===== src/rtl/seq_adder_pkg.sv =====
// rtl/seq_adder_pkg.sv - shared state encoding and sizing helpers for seq_chunk_adder
//
// Contents:
//   IDLE/BUSY/DONE  2-bit state encodings
//   state_t         FSM state enum built on those encodings
//   calc_nchunk()   number of chunks a WIDTH-bit add is split into
//   calc_idx_w()    width of the chunk index register (minimum 1)
package seq_adder_pkg;

    localparam logic [1:0] IDLE = 2'd0;
    localparam logic [1:0] BUSY = 2'd1;
    localparam logic [1:0] DONE = 2'd2;

    typedef enum logic [1:0] {
        S_IDLE = IDLE,
        S_BUSY = BUSY,
        S_DONE = DONE
    } state_t;

    function automatic int calc_nchunk(input int width, input int chunk);
        return (chunk > 0) ? (width / chunk) : 1;
    endfunction

    // A single-chunk configuration still gets a 1-bit index so the
    // register and its compare stay well formed.
    function automatic int calc_idx_w(input int width, input int chunk);
        int n;
        n = calc_nchunk(width, chunk);
        return (n <= 1) ? 1 : $clog2(n);
    endfunction

endpackage


===== src/rtl/seq_chunk_adder_rca_chunk.sv =====
// rtl/seq_chunk_adder_rca_chunk.sv - combinational CHUNK-bit ripple-carry adder slice
//
// Ports:
//   a, b   [CHUNK]  operand slices
//   cin    1        carry into bit 0
//   sum    [CHUNK]  slice sum
//   cout   1        carry out of the slice MSB
//   c_msb  1        carry into the slice MSB (feeds signed overflow detection)
module rca_chunk #(
    parameter int CHUNK = 2
) (
    input  logic [CHUNK-1:0] a,
    input  logic [CHUNK-1:0] b,
    input  logic             cin,
    output logic [CHUNK-1:0] sum,
    output logic             cout,
    output logic             c_msb
);

    always_comb begin : p_ripple
        logic [CHUNK:0] c;
        c     = '0;
        sum   = '0;
        c[0]  = cin;
        for (int i = 0; i < CHUNK; i++) begin
            sum[i]  = a[i] ^ b[i] ^ c[i];
            c[i+1]  = (a[i] & b[i]) | (c[i] & (a[i] ^ b[i]));
        end
        cout  = c[CHUNK];
        c_msb = c[CHUNK-1];
    end

endmodule


===== src/rtl/seq_chunk_adder.sv =====
// rtl/seq_chunk_adder.sv - multi-cycle chunked ripple-carry adder/subtractor
//
// Adds CHUNK bits per clock over WIDTH/CHUNK cycles using one rca_chunk
// slice, time-multiplexed across the operand.
//
// Ports:
//   clk, rst             clock, asynchronous active-high reset
//   in_valid, in_ready   operand handshake (in_ready only in IDLE)
//   a, b [WIDTH]         operands
//   cin                  carry-in (ignored when sub=1)
//   sub                  0: a+b+cin, 1: a-b
//   out_valid, out_ready result handshake
//   sum [WIDTH]          result (meaningful only while out_valid)
//   cout                 carry out of MSB (subtract: 1 = no borrow)
//   ovf                  signed two's-complement overflow
//   zero, neg            result flags, present only with SEQ_ADDER_FLAGS_EN
module seq_chunk_adder
    import seq_adder_pkg::*;
#(
    parameter int WIDTH = 8,
    parameter int CHUNK = 2
) (
    input  logic             clk,
    input  logic             rst,
    input  logic             in_valid,
    output logic             in_ready,
    input  logic [WIDTH-1:0] a,
    input  logic [WIDTH-1:0] b,
    input  logic             cin,
    input  logic             sub,
    output logic             out_valid,
    input  logic             out_ready,
    output logic [WIDTH-1:0] sum,
    output logic             cout,
`ifdef SEQ_ADDER_FLAGS_EN
    output logic             ovf,
    output logic             zero,
    output logic             neg
`else
    output logic             ovf
`endif
);

    localparam int NCHUNK = calc_nchunk(WIDTH, CHUNK);
    localparam int IDX_W  = calc_idx_w(WIDTH, CHUNK);
    localparam logic [IDX_W-1:0] LAST_IDX = IDX_W'(NCHUNK - 1);

    if ((CHUNK < 1) || (WIDTH < 2) || ((WIDTH % CHUNK) != 0)) begin : g_bad_params
        $error("seq_chunk_adder: WIDTH must be >= 2 and a multiple of CHUNK");
    end

    state_t state, state_next;

    logic [WIDTH-1:0] a_q;
    logic [WIDTH-1:0] b_q;      // already inverted for subtraction
    logic             carry_q;
    logic [IDX_W-1:0] idx_q;
    logic [WIDTH-1:0] sum_q;
    logic             cout_q;
    logic             ovf_q;

    logic [CHUNK-1:0] slice_a;
    logic [CHUNK-1:0] slice_b;
    logic [CHUNK-1:0] slice_sum;
    logic             slice_cout;
    logic             slice_c_msb;
    int               base;

    assign base    = int'(idx_q) * CHUNK;
    assign slice_a = a_q[base +: CHUNK];
    assign slice_b = b_q[base +: CHUNK];

    rca_chunk #(
        .CHUNK (CHUNK)
    ) u_rca (
        .a     (slice_a),
        .b     (slice_b),
        .cin   (carry_q),
        .sum   (slice_sum),
        .cout  (slice_cout),
        .c_msb (slice_c_msb)
    );

    always_ff @(posedge clk or posedge rst) begin
        if (rst) begin
            state <= S_IDLE;
        end else begin
            state <= state_next;
        end
    end

    always_comb begin
        state_next = state;
        in_ready   = 1'b0;
        out_valid  = 1'b0;
        case (state)
            S_IDLE: begin
                in_ready = 1'b1;
                if (in_valid) begin
                    state_next = S_BUSY;
                end
            end
            S_BUSY: begin
                if (idx_q == LAST_IDX) begin
                    state_next = S_DONE;
                end
            end
            S_DONE: begin
                out_valid = 1'b1;
                if (out_ready) begin
                    state_next = S_IDLE;
                end
            end
            default: begin
                state_next = S_IDLE;
            end
        endcase
    end

`ifdef SEQ_ADDER_FLAGS_EN
    logic             zero_q;
    logic             neg_q;
    logic [WIDTH-1:0] sum_full;

    // Flags must see the final chunk, which is only being written this cycle.
    always_comb begin
        sum_full                  = sum_q;
        sum_full[base +: CHUNK]   = slice_sum;
    end
`endif

    always_ff @(posedge clk or posedge rst) begin
        if (rst) begin
            a_q     <= '0;
            b_q     <= '0;
            carry_q <= 1'b0;
            idx_q   <= '0;
            sum_q   <= '0;
            cout_q  <= 1'b0;
            ovf_q   <= 1'b0;
`ifdef SEQ_ADDER_FLAGS_EN
            zero_q  <= 1'b0;
            neg_q   <= 1'b0;
`endif
        end else begin
            case (state)
                S_IDLE: begin
                    if (in_valid) begin
                        a_q     <= a;
                        b_q     <= sub ? ~b : b;
                        carry_q <= sub ? 1'b1 : cin;
                        idx_q   <= '0;
                        sum_q   <= '0;
                    end
                end
                S_BUSY: begin
                    sum_q[base +: CHUNK] <= slice_sum;
                    carry_q              <= slice_cout;
                    idx_q                <= idx_q + 1'b1;
                    if (idx_q == LAST_IDX) begin
                        cout_q <= slice_cout;
                        // Overflow: carry into the word MSB differs from carry out of it.
                        ovf_q  <= slice_c_msb ^ slice_cout;
`ifdef SEQ_ADDER_FLAGS_EN
                        zero_q <= (sum_full == '0);
                        neg_q  <= sum_full[WIDTH-1];
`endif
                    end
                end
                default: begin
                end
            endcase
        end
    end

    assign sum  = sum_q;
    assign cout = cout_q;
    assign ovf  = ovf_q;
`ifdef SEQ_ADDER_FLAGS_EN
    assign zero = zero_q;
    assign neg  = neg_q;
`endif

endmodule


===== config.mk =====
export PLATFORM = sky130hd
export DESIGN_NAME = seq_chunk_adder
export DESIGN_NICKNAME = d
export VERILOG_FILES = /design/src/rtl/seq_adder_pkg.sv /design/src/rtl/seq_chunk_adder_rca_chunk.sv /design/src/rtl/seq_chunk_adder.sv
export SDC_FILE = /design/constraint.sdc
export NUM_CORES = 1
export LEC_CHECK = 0
export BUFFER_PORTS_ARGS = -buffer_cell sky130_fd_sc_hd__buf_2
export CAP_MARGIN = 0
export CORE_ASPECT_RATIO = 2
export CORE_MARGIN = 2
export CORE_UTILIZATION = 48
export DETAILED_ROUTE_END_ITERATION = 8
export PLACE_DENSITY = 0.75
export SYNTH_ARGS = -nofsm -noshare
export SYNTH_HDL_FRONTEND = slang
export SYNTH_HIERARCHICAL = 1
export SYNTH_SLANG_ARGS = --single-unit

===== constraint.sdc =====
create_clock -name clk -period 2.75 [get_ports clk]
set_clock_uncertainty 0.2 [all_clocks]
set_input_delay 0.1375 -clock clk [delete_from_list [all_inputs] [get_ports clk]]
set_output_delay 0.1375 -clock clk [all_outputs]
set_load 0.02 [all_outputs]

==> metrics.md <==
| Metric | Value |
|---|---|
| Layout area overhead | 30.29% |
| RSZ-0062 raised after global routing | no |
| Starting Density | 49.98% |
| CTS buffer count | 5 |
| GRT overflow | 0 |
| Detailed Route WL | 3.436 mm |
| Vias in the first global route | 1346 |
| Family with the most delay on the worst path | adder cells |
| H-tree depth | 2 |
| Sequential area share after synthesis | 49.17% |
| Finish-stage setup viols | 0 |
| Critical Path Fanout Max | 6 |
| Antenna violations before repair | 0 |
| Largest net degree at the start of global routing | 32 |
| DR vias/cell | 5.519 |
| Post-CTS setup buffer count | 0 |
| Row cnt | 29 |
| Crit end category | flop |
| Nets | 212 |
| PwrDens | 1205 nW/um^2 |
| First-pass GRT wire length | 5.940 mm |
| Max-cap violations | 0 |
| Core Area | 3157 sq um |
| Total global-route track usage | 22.14% |
| Sum of routed wire segments on met1 | 1.045 mm |
| Routed Antenna Nets | 0 |
| Synth Warn # | 6 |
| Most frequent CP cell | fa_1 |
| CTS Buffer Depth | 2 |
| Total negative slack | 0 ns |
| Synth Cell Area | 1578 sq um |
| Area contributors post-synth | dfrtp_1 (49%), mux4_2 (5.7%), a22o_1 (5.0%), xnor2_1 (5.0%), ha_1 (4.8%) |
| CP arrival | 2.55 ns |
| DR WL met2 | 2.119 mm |
| Drt pass-1 iters | 2 |
| Non-Filler Instances | 214 |
| Die Ht | 85.08 microns |
| Dpl cells | 188 |
| Setup CP Type | flop to flop |
| Synth area leader | dfrtp_1 |
| Crit path largest cell delay | 0.54 ns |
| Synth Instances | 127 |
| Final estimated routing congestion in global placement | 0.8439 |
| Slowest CP cell | mux4_2 |
| Crit-path cells | mux4_2, fa_1, fa_1, a22o_1 |
| Inserted Diodes | 0 |
| Mean Syn Cell Area | 12.42 sq um |
| Max layer used | met4 |
| Layout cell share with drive strength beyond 1 | 30.60% |
| Hold WC Path Type | primary input to flop |
| Vias | 1181 |
| VDD IR max | 0.0007551 V |
| # IOs | 34 |
| Post-layout util | 65.12% |
| Full die area | 3789 sq um |
| Leak pwr | 0.9817 nW |
| Final Hold Vio Count | 0 |
| IO Port Bufs | 33 |
| Synthesized flop and latch total | 31 |
| Relative slew margins | 59.71% |
| Max Slew Vio Count | 0 |
| Wire per inst | 16.06 microns |
| HPWL after detailed placement | 2.491 mm |
| CTS Root Cell | clkbuf_8 |
| Die width | 44.54 microns |
| Clock period minus worst slack | 2.573 ns |
| CTS tree | done |
| Status | complete, no violations |
| Worst-Margin Slew | 0.6037 ns |
| DRC | 0 |
| Worst EP required | 2.73 ns |
| Final Power | 0.002477 W |
| DR WL met3 | 110 microns |
| Clock Sinks | 31 |
| FMAX | 388.7 MHz |
| Worst setup SP type | flop |
| Syn nets | 157 |
| Worst skew pair latency | 0.29 ns |
| Drt initial violations | 18 |
| Worst path buffer plus inverter count | 0 |
| Worst-path clk slew | 0.07 ns |
| Tcrit/Tclk final | 93.56% |
| Synth cell types | 28 |
| Top cell type's share of synthesized area | 49.17% |
==> repair_timing <==
action | in CTS | in global routing
hold endpoints to repair | 48 | 0
endpoints found under the setup margin | 0 | 1
hold buffers | 18 | 0
resized for setup | 0 | 1
==> cell families after synthesis <==
kind of cell    Yosys count  synth area share [%]
buf+inv                   9                 3.726
compound gates           27                 11.90
mux                      13                 12.13
simple gates             30                 10.79
fa+ha+maj                 8                 7.296
flops                    31                 49.17
xor+xnor                  9                 4.996
==> routing by layer <==
| layer | up-vias | track usage (%) |
|---|---|---|
| li1 | 555 | - |
| met1 | 576 | 19.40 |
| met2 | 35 | 40.71 |
| met3 | 15 | 4.894 |
| met4 | 0 | 14.88 |
| met5 | - | 0 |
==> report_power, final <==
part	total [W]	switching, W	internal, W
combinational	0.00115	0.000580	0.000570
clock	0.000467	0.000175	0.000293
sequential	0.000859	0.000194	0.000665
==> registers in the layout, indices dropped and copies added (netlist names) <==
| name | count |
|---|---|
| a_q | 8 |
| b_q | 8 |
| carry_q | 1 |
| cout | 1 |
| idx_q | 2 |
| ovf | 1 |
| state | 2 |
| sum | 8 |
==> stage by stage <==
stage | hold WS (ns) | setup WS, ns | area, sq um
after floorplan | 0.04101 | 0.1259 | 1578
after global placement | 0.02217 | 0.1544 | 1757
after detailed placement | 0.02968 | 0.09657 | 1757
after CTS | 0.07146 | 0.09687 | 2054
after global routing | 0.1224 | 0.1006 | 2056
final | 0.07081 | 0.1770 | 2056
==> cell type report <==
class,count,area [sq um]
Tap cell,31,38.79
Clock inverter,2,35.03
Fill cell,237,1101
Clock buffer,6,82.58
Multi-Input combinational cell,87,743.2
Inverter,3,11.26
Timing Repair Buffer,54,367.9
Sequential cell,31,777.0
==> final timing paths <==
kind / start / to / slack (ns) / depth (start not counted)
worst max-delay path: idx_q[0]$_DFFE_PP0P_ / sum[5]$_DFFE_PP0P_ / 0.18 / 4
worst min-delay path: in_valid / state[0]$_DFFE_PP0P_ / 0.07 / 3
worst max register to register: idx_q[0]$_DFFE_PP0P_ / sum[5]$_DFFE_PP0P_ / 0.18 / 4
worst min register to register: sum[3]$_DFFE_PP0P_ / sum[3]$_DFFE_PP0P_ / 0.30 / 1
max in group asynchronous: rst / idx_q[0]$_DFFE_PP0P_ / 1.79 / 4
min in group asynchronous: rst / b_q[3]$_DFFE_PP0P_ / 0.26 / 4
==> tightest hold or removal path: stages <==
cell and delay, ns:
buf_2 0.10, o21bai_1 0.13, a21oi_1 0.14
==> placed cells by master (no fill, tap or decap), drive strengths merged, types with 2 or more instances in the layout <==
cell type and n:
mux4 4, buf 36, clkbuf 6, mux2 9, nor2 11, and4 2, xnor2 9, nor3b 2
nand2 7, a21o 5, a22o 9, a21oi 9, dfrtp 31, dlygate4sd3 18, ha 6, nor2b 3
o21ai 2, nand2b 2, inv 3, fa 2
==> Yosys cell counts (all sizes together) <==
cell type	instances
ha	6
o21bai	1
fa	2
a21oi	9
nand2b	2
dfrtp	31
nor2b	3
and3	1
mux4	4
nand3b	1
inv	3
a2bb2oi	1
nor2	11
nand2	7
o21ai	2
clkbuf	1
and3b	1
nor3b	2
buf	5
mux2	9
xnor2	9
a22o	9
a21o	5
and4	2
(Power assumes the default switching activity.)
